===== src/rtl/regfile_pkg.sv =====
// Shared types and the write-match helper for the multi-port register file.
package regfile_pkg;

  typedef enum logic [0:0] {
    INIT  = 1'b0,
    READY = 1'b1
  } state_e;

  localparam int N_WRITE  = 2;
  localparam int ADDR_MAX = 16;

  typedef struct packed {
    logic hit;
    logic port;
  } wmatch_t;

  // Higher-numbered write port overrides lower ones, so port 1 wins a collision.
  function automatic wmatch_t write_match(
    input logic [N_WRITE-1:0]               wen,
    input logic [N_WRITE-1:0][ADDR_MAX-1:0] waddr,
    input logic [ADDR_MAX-1:0]              addr
  );
    wmatch_t m;
    m = '0;
    for (int i = 0; i < N_WRITE; i++) begin
      if (wen[i] && (waddr[i] == addr)) begin
        m.hit  = 1'b1;
        m.port = i[0];
      end
    end
    return m;
  endfunction

endpackage


===== src/rtl/regfile_read_port.sv =====
// One combinational read port: x0 zero, write-first bypass and busy reporting.
module regfile_read_port
  import regfile_pkg::*;
#(
  parameter int XLEN = 32,
  parameter int AW   = 5
) (
  input  logic                            ready,
  input  logic [AW-1:0]                   raddr,
  input  logic [XLEN-1:0]                 mem_rdata,
  input  logic                            busy_bit,
  input  logic [N_WRITE-1:0]              wen,
  input  logic [N_WRITE-1:0][AW-1:0]      waddr,
  input  logic [N_WRITE-1:0][XLEN-1:0]    wdata,
  output logic [XLEN-1:0]                 rdata,
  output logic                            rbusy
);

  logic [N_WRITE-1:0][ADDR_MAX-1:0] waddr_x;
  wmatch_t                          m;

  always_comb begin
    for (int i = 0; i < N_WRITE; i++) waddr_x[i] = ADDR_MAX'(waddr[i]);
    m = write_match(wen, waddr_x, ADDR_MAX'(raddr));
  end

  // A forwarded write supersedes the pending producer, so it masks busy.
  always_comb begin
    rdata = '0;
    rbusy = 1'b0;
    if (ready && (raddr != '0)) begin
      rdata = m.hit ? wdata[m.port] : mem_rdata;
      rbusy = busy_bit & ~m.hit;
    end
  end

endmodule


===== src/rtl/regfile_mp.sv =====
// Multi-port register file with post-reset clear sweep and busy scoreboard.
module regfile_mp
  import regfile_pkg::*;
#(
  parameter  int XLEN   = 32,
  parameter  int DEPTH  = 32,
  parameter  int N_READ = 2,
  localparam int AW     = $clog2(DEPTH)
) (
  input  logic                          clk,
  input  logic                          rst,
  output logic                          init_done,
  input  logic [N_READ-1:0][AW-1:0]     raddr,
  output logic [N_READ-1:0][XLEN-1:0]   rdata,
  output logic [N_READ-1:0]             rbusy,
  input  logic [N_WRITE-1:0]            wen,
  input  logic [N_WRITE-1:0][AW-1:0]    waddr,
  input  logic [N_WRITE-1:0][XLEN-1:0]  wdata,
  input  logic                          lock_en,
  input  logic [AW-1:0]                 lock_addr
);

  state_e                           state_q, state_d;
  logic [AW-1:0]                    cnt_q, cnt_d;
  logic [DEPTH-1:0]                 busy_q, busy_d;
  logic [XLEN-1:0]                  mem [DEPTH];
  logic                             ready;
  logic [N_WRITE-1:0]               wen_g;
  logic [N_WRITE-1:0][ADDR_MAX-1:0] waddr_x;
  wmatch_t                          clr_m;

  assign ready     = (state_q == READY);
  assign init_done = ready;
  assign wen_g     = ready ? wen : '0;

  always_comb begin
    state_d = state_q;
    cnt_d   = cnt_q;
    if (state_q == INIT) begin
      cnt_d = cnt_q + AW'(1);
      if (cnt_q == AW'(DEPTH - 1)) state_d = READY;
    end
  end

  // Lock is applied after the clears so a same-cycle reissue keeps the bit set.
  always_comb begin
    busy_d = busy_q;
    clr_m  = '0;
    for (int i = 0; i < N_WRITE; i++) waddr_x[i] = ADDR_MAX'(waddr[i]);
    for (int r = 1; r < DEPTH; r++) begin
      clr_m = write_match(wen_g, waddr_x, ADDR_MAX'(r));
      if (clr_m.hit) busy_d[r] = 1'b0;
    end
    if (ready && lock_en && (lock_addr != '0)) busy_d[lock_addr] = 1'b1;
    busy_d[0] = 1'b0;
  end

  always_ff @(posedge clk or posedge rst) begin
    if (rst) begin
      state_q <= INIT;
      cnt_q   <= '0;
      busy_q  <= '0;
    end else begin
      state_q <= state_d;
      cnt_q   <= cnt_d;
      busy_q  <= busy_d;
    end
  end

  // Storage carries no reset; the sweep zeroes it one entry per cycle.
  always_ff @(posedge clk) begin
    if (!ready) begin
      mem[cnt_q] <= '0;
    end else begin
      for (int i = 0; i < N_WRITE; i++) begin
        if (wen[i] && (waddr[i] != '0)) mem[waddr[i]] <= wdata[i];
      end
    end
  end

  for (genvar p = 0; p < N_READ; p++) begin : g_rd
    regfile_read_port #(
      .XLEN (XLEN),
      .AW   (AW)
    ) u_rd (
      .ready     (ready),
      .raddr     (raddr[p]),
      .mem_rdata (mem[raddr[p]]),
      .busy_bit  (busy_q[raddr[p]]),
      .wen       (wen_g),
      .waddr     (waddr),
      .wdata     (wdata),
      .rdata     (rdata[p]),
      .rbusy     (rbusy[p])
    );
  end

endmodule


===== config.mk =====
export PLATFORM = sky130hd
export DESIGN_NAME = regfile_mp
export DESIGN_NICKNAME = d
export VERILOG_FILES = /design/src/rtl/regfile_pkg.sv /design/src/rtl/regfile_read_port.sv /design/src/rtl/regfile_mp.sv
export SDC_FILE = /design/constraint.sdc
export NUM_CORES = 2
export LEC_CHECK = 0
export BUFFER_PORTS_ARGS = -buffer_cell sky130_fd_sc_hd__buf_2
export CORE_MARGIN = 2
export CORE_UTILIZATION = 35
export DETAILED_ROUTE_END_ITERATION = 10
export PLACE_DENSITY_LB_ADDON = 0.3
export REMOVE_ABC_BUFFERS = 1
export SYNTH_ARGS = -nofsm -noshare
export SYNTH_HDL_FRONTEND = slang
export SYNTH_HIERARCHICAL = 1
export SYNTH_SLANG_ARGS = --single-unit

===== constraint.sdc =====
create_clock -name clk -period 12.2 [get_ports clk]
set_input_delay 3.66 -clock clk [delete_from_list [all_inputs] [get_ports clk]]
set_output_delay 3.66 -clock clk [all_outputs]
set_load 0.1 [all_outputs]

==> impl_metrics.prom <==
# TYPE chip_impl_metric gauge
chip_impl_info{name="outcome",value="finished, final reports clean"} 1
chip_impl_metric{name="route.vias.total",unit=""} 46100
chip_impl_metric{name="critPathMaxStageDelay",unit="ns"} 0.92
chip_impl_info{name="layout.cells.most_common_list",value="sky130_fd_sc_hd__edfxtp_1, sky130_fd_sc_hd__o21ai_0, sky130_fd_sc_hd__nand2_1"} 1
chip_impl_info{name="worstHoldPathType",value="flop to flop"} 1
chip_impl_metric{name="wl",unit="mm"} 251
chip_impl_info{name="prevailing_post_synth_register_cell",value="sky130_fd_sc_hd__edfxtp_1"} 1
chip_impl_metric{name="final_layout_size_suffix_gt1_frac",unit=""} 0.343
chip_impl_metric{name="power.ir.vdd_worst",unit="mV"} 0.107
chip_impl_metric{name="p_leak",unit="nW"} 23.1
chip_impl_info{name="critical-path-top-cell-by-count",value="sky130_fd_sc_hd__buf_2"} 1
chip_impl_metric{name="syn-mean-instance-area",unit="sq um"} 13.1
chip_impl_info{name="most_frequent_standard_cell_in_the_layout_excluding_fill_and_tap_cells",value="sky130_fd_sc_hd__edfxtp_1"} 1
chip_impl_metric{name="timing.setup.tns",unit="ns"} 0
chip_impl_metric{name="ctsHtreeMaxLevel",unit=""} 3
chip_impl_metric{name="final-hold-violation-count",unit=""} 0
chip_impl_info{name="tritoncts",value="built"} 1
chip_impl_metric{name="setup_violations",unit=""} 0
chip_impl_metric{name="final.setup_skew",unit="ns"} 0.0421
chip_impl_metric{name="fp.dieArea",unit="sq um"} 182000
chip_impl_metric{name="num_rows",unit=""} 154
chip_impl_info{name="cpMaxStageDelayCell",value="sky130_fd_sc_hd__and2_2"} 1
chip_impl_metric{name="synth_area",unit="sq um"} 62400
chip_impl_metric{name="timing.critical_path.fanout_max",unit=""} 19
chip_impl_metric{name="detail_route.drc_violations",unit=""} 0
chip_impl_metric{name="synth_edf_count",unit=""} 1024
chip_impl_metric{name="timing.max_cap.violations",unit=""} 0
chip_impl_metric{name="placement.io_buffers",unit=""} 160
chip_impl_metric{name="cts_hold_buffers",unit=""} 0
chip_impl_metric{name="stdcell_count",unit=""} 7046
chip_impl_info{name="clockRootBuffer",value="sky130_fd_sc_hd__clkbuf_16"} 1
chip_impl_metric{name="antenna_violations_before_repair",unit=""} 17
chip_impl_metric{name="synthArstFlopShare",unit=""} 0.0349
chip_impl_metric{name="post_cts_buffers",unit=""} 0
chip_impl_metric{name="grt_use_met2",unit=""} 0.415
chip_impl_metric{name="synth.yosys.warnings",unit=""} 6
chip_impl_metric{name="powerDensity",unit="nW/um^2"} 130
chip_impl_metric{name="worst-slew-pin-transition",unit="ns"} 1.28
chip_impl_metric{name="syn_to_layout_area_delta",unit="%"} 10.9
chip_impl_metric{name="req_time_crit_path",unit="ns"} 8.54
chip_impl_metric{name="final_min_period_over_clock_period",unit=""} 0.887
chip_impl_info{name="setup.worst_path.class",value="input pin to primary output"} 1
chip_impl_metric{name="yosysSeqAreaShare",unit=""} 0.508
chip_impl_info{name="globalRoute.busiestLayer",value="met2"} 1
chip_impl_metric{name="via_per_inst",unit=""} 6.55
chip_impl_metric{name="cts_inserted_buffers",unit=""} 114
chip_impl_metric{name="dp_cells",unit=""} 6836
chip_impl_metric{name="worst_ep_arrival_time",unit="ns"} 7.16
chip_impl_metric{name="first_iter_violations",unit=""} 6679
chip_impl_metric{name="groute.usage.overall",unit=""} 0.272
chip_impl_metric{name="clk_transition_reported_paths",unit="ns"} 0.06
chip_impl_info{name="start_kind",value="input pin"} 1
chip_impl_metric{name="number_of_unique_standard_cell_types_used_by_synthesis",unit=""} 74
chip_impl_metric{name="die_h",unit="um"} 426
chip_impl_metric{name="global_route.usage.met1",unit=""} 0.352
chip_impl_metric{name="global_route_wire_length_before_repair",unit="mm"} 348
chip_impl_info{name="path_cells",value="buf_2 -> nand2_1 -> inv_1 -> and2_2 -> buf_4 -> nand3_1 -> a31oi_2 -> buf_2"} 1
chip_impl_metric{name="synth.ff_latch_count",unit=""} 1061
chip_impl_metric{name="grt_pass1_vias",unit=""} 44900
chip_impl_info{name="cp-end-kind",value="primary output"} 1
chip_impl_metric{name="worst_slew_margin_relative_to_its_limit",unit=""} 0.138
chip_impl_metric{name="post_cts_resized",unit=""} 0
chip_impl_metric{name="postSynthCellCount",unit=""} 4749
chip_impl_metric{name="clock_sink_count",unit=""} 1061
chip_impl_metric{name="layout_min_cycle_time",unit="ns"} 10.82
chip_impl_metric{name="detailed_routing_iteration_count_for_the_pre_antenna_repair_pass",unit=""} 9
chip_impl_metric{name="placeableCoreArea",unit="sq um"} 177000
chip_impl_metric{name="grt_util_met3",unit=""} 0.0733
chip_impl_metric{name="detail-route-antenna-nets",unit=""} 0
chip_impl_info{name="unrepaired_setup_endpoints_after_global_routing",value="no"} 1
chip_impl_metric{name="timing_max_transition_violations_final",unit=""} 0
chip_impl_metric{name="grt_max_degree",unit=""} 68
chip_impl_metric{name="globalRouteOverflowTotal",unit=""} 0
chip_impl_metric{name="boundaryPins",unit=""} 161
chip_impl_metric{name="clkLatencyLatePin",unit="ns"} 0.78
chip_impl_metric{name="final_net_count",unit=""} 4708
chip_impl_metric{name="gpl.final_weighted_congestion",unit=""} 0.861
chip_impl_metric{name="fmax",unit="GHz"} 0.0924
chip_impl_metric{name="detailed_place_hpwl",unit="mm"} 143
chip_impl_metric{name="clk_path_buf_depth",unit=""} 3
chip_impl_metric{name="die_w",unit="um"} 426
chip_impl_metric{name="start_util",unit=""} 0.353
chip_impl_metric{name="routed_wire_length_per_instance",unit="um"} 35.7
==> critical path: cells and delay by family <==
kind	cells	cell delay (ns)
compound gates	1	0.39
buf+inv	4	1.70
simple gates	3	1.39
==> power breakdown <==
group	internal, mW	leakage (nW)	switching, mW
clock	1.99	1.78	1.55
sequential	4.05	10.8	0.0181
combinational	0.419	10.5	0.986
==> cell usage after synthesis, drive strengths merged (6+ instances only) <==
library cell,count,area share
a31oi,69,0.011
a32o,26,0.0042
and2,7,0.00070
buf,242,0.022
clkbuf,331,0.020
dfrtp,37,0.015
edfxtp,1024,0.49
inv,41,0.0025
mux2,426,0.077
mux2i,10,0.0016
mux4,518,0.19
nand2,678,0.042
nand2b,13,0.0013
nand3,76,0.0061
nand3b,11,0.0013
nand4,12,0.0012
nor2,32,0.0020
nor2b,16,0.0016
nor3,18,0.0018
nor3b,6,0.00088
nor4,68,0.0073
o21ai,670,0.054
o21bai,6,0.00078
o22ai,259,0.026
o31ai,64,0.0077
xnor2,23,0.0032
==> layout make-up <==
| class | instances | area, sq um |
|---|---|---|
| antenna | 4 | 10.0 |
| clock buffer | 140 | 2990 |
| clock inverter | 66 | 689 |
| fill | 16400 | 107000 |
| inverter | 41 | 154 |
| multi-input combinational | 3074 | 28600 |
| sequential | 1061 | 31700 |
| tap | 2340 | 2930 |
| timing repair buffer | 320 | 2230 |
==> state kept, by name (all words and copies together), names as in the netlist <==
register and flops:
init_done 1, busy_q 31, mem 1024, cnt_q 5
==> logic make-up (layout without fill, tap and decap cells) <==
logic type / Yosys count / count (layout) / share of synthesized area
DFF: 1061 / 1061 / 0.508
AOI/OAI and AO/OA: 1131 / 1131 / 0.109
muxes: 954 / 954 / 0.265
xor gates and xnor gates: 23 / 23 / 0.00323
other: 0 / 4 / 0
buffers and inverters: 614 / 567 / 0.0446
adders and majority gates: 2 / 2 / 0.000401
and+or+nand+nor: 964 / 964 / 0.0697
==> through the flow <==
stage | hold WS, ns | total power, mW | setup WS, ns | instance area [sq um] | utilization
2_1_floorplan | 0.477 | 4.97 | 1.21 | 59800 | -
3_3_place_gp | 0.505 | 5.51 | 1.60 | 65500 | 0.371
3_5_place_dp | 0.521 | 5.53 | 1.57 | 65500 | 0.371
4_1_cts | 0.538 | 9.01 | 1.54 | 69200 | 0.392
5_1_grt | 0.558 | 9.22 | 1.35 | 69200 | 0.392
6_report | 0.536 | 9.02 | 1.38 | 69200 | 0.392
==> path summary, 6_finish.rpt <==
check                             endpoint  cells after the start  slack (ns)  startpoint
worst max register to register  mem[30][8]                      7        8.24   init_done
worst min-delay path            busy_q[14]                      1        0.54  busy_q[14]
max in group asynchronous        busy_q[6]                      3        8.81         rst
worst min register to register  busy_q[14]                      1        0.54  busy_q[14]
worst max-delay path             rdata[37]                      8        1.38      wen[0]
min in group asynchronous         cnt_q[0]                      3        3.03         rst
==> layer usage <==
layer,vias up,part of all wire,routed length (um)
met5,-,0.00023,59
met4,12,0.061,15400
met3,778,0.12,31200
met2,3426,0.45,112000
met1,23400,0.37,92600
li1,18600,-,-
(Power assumes the default switching activity.)
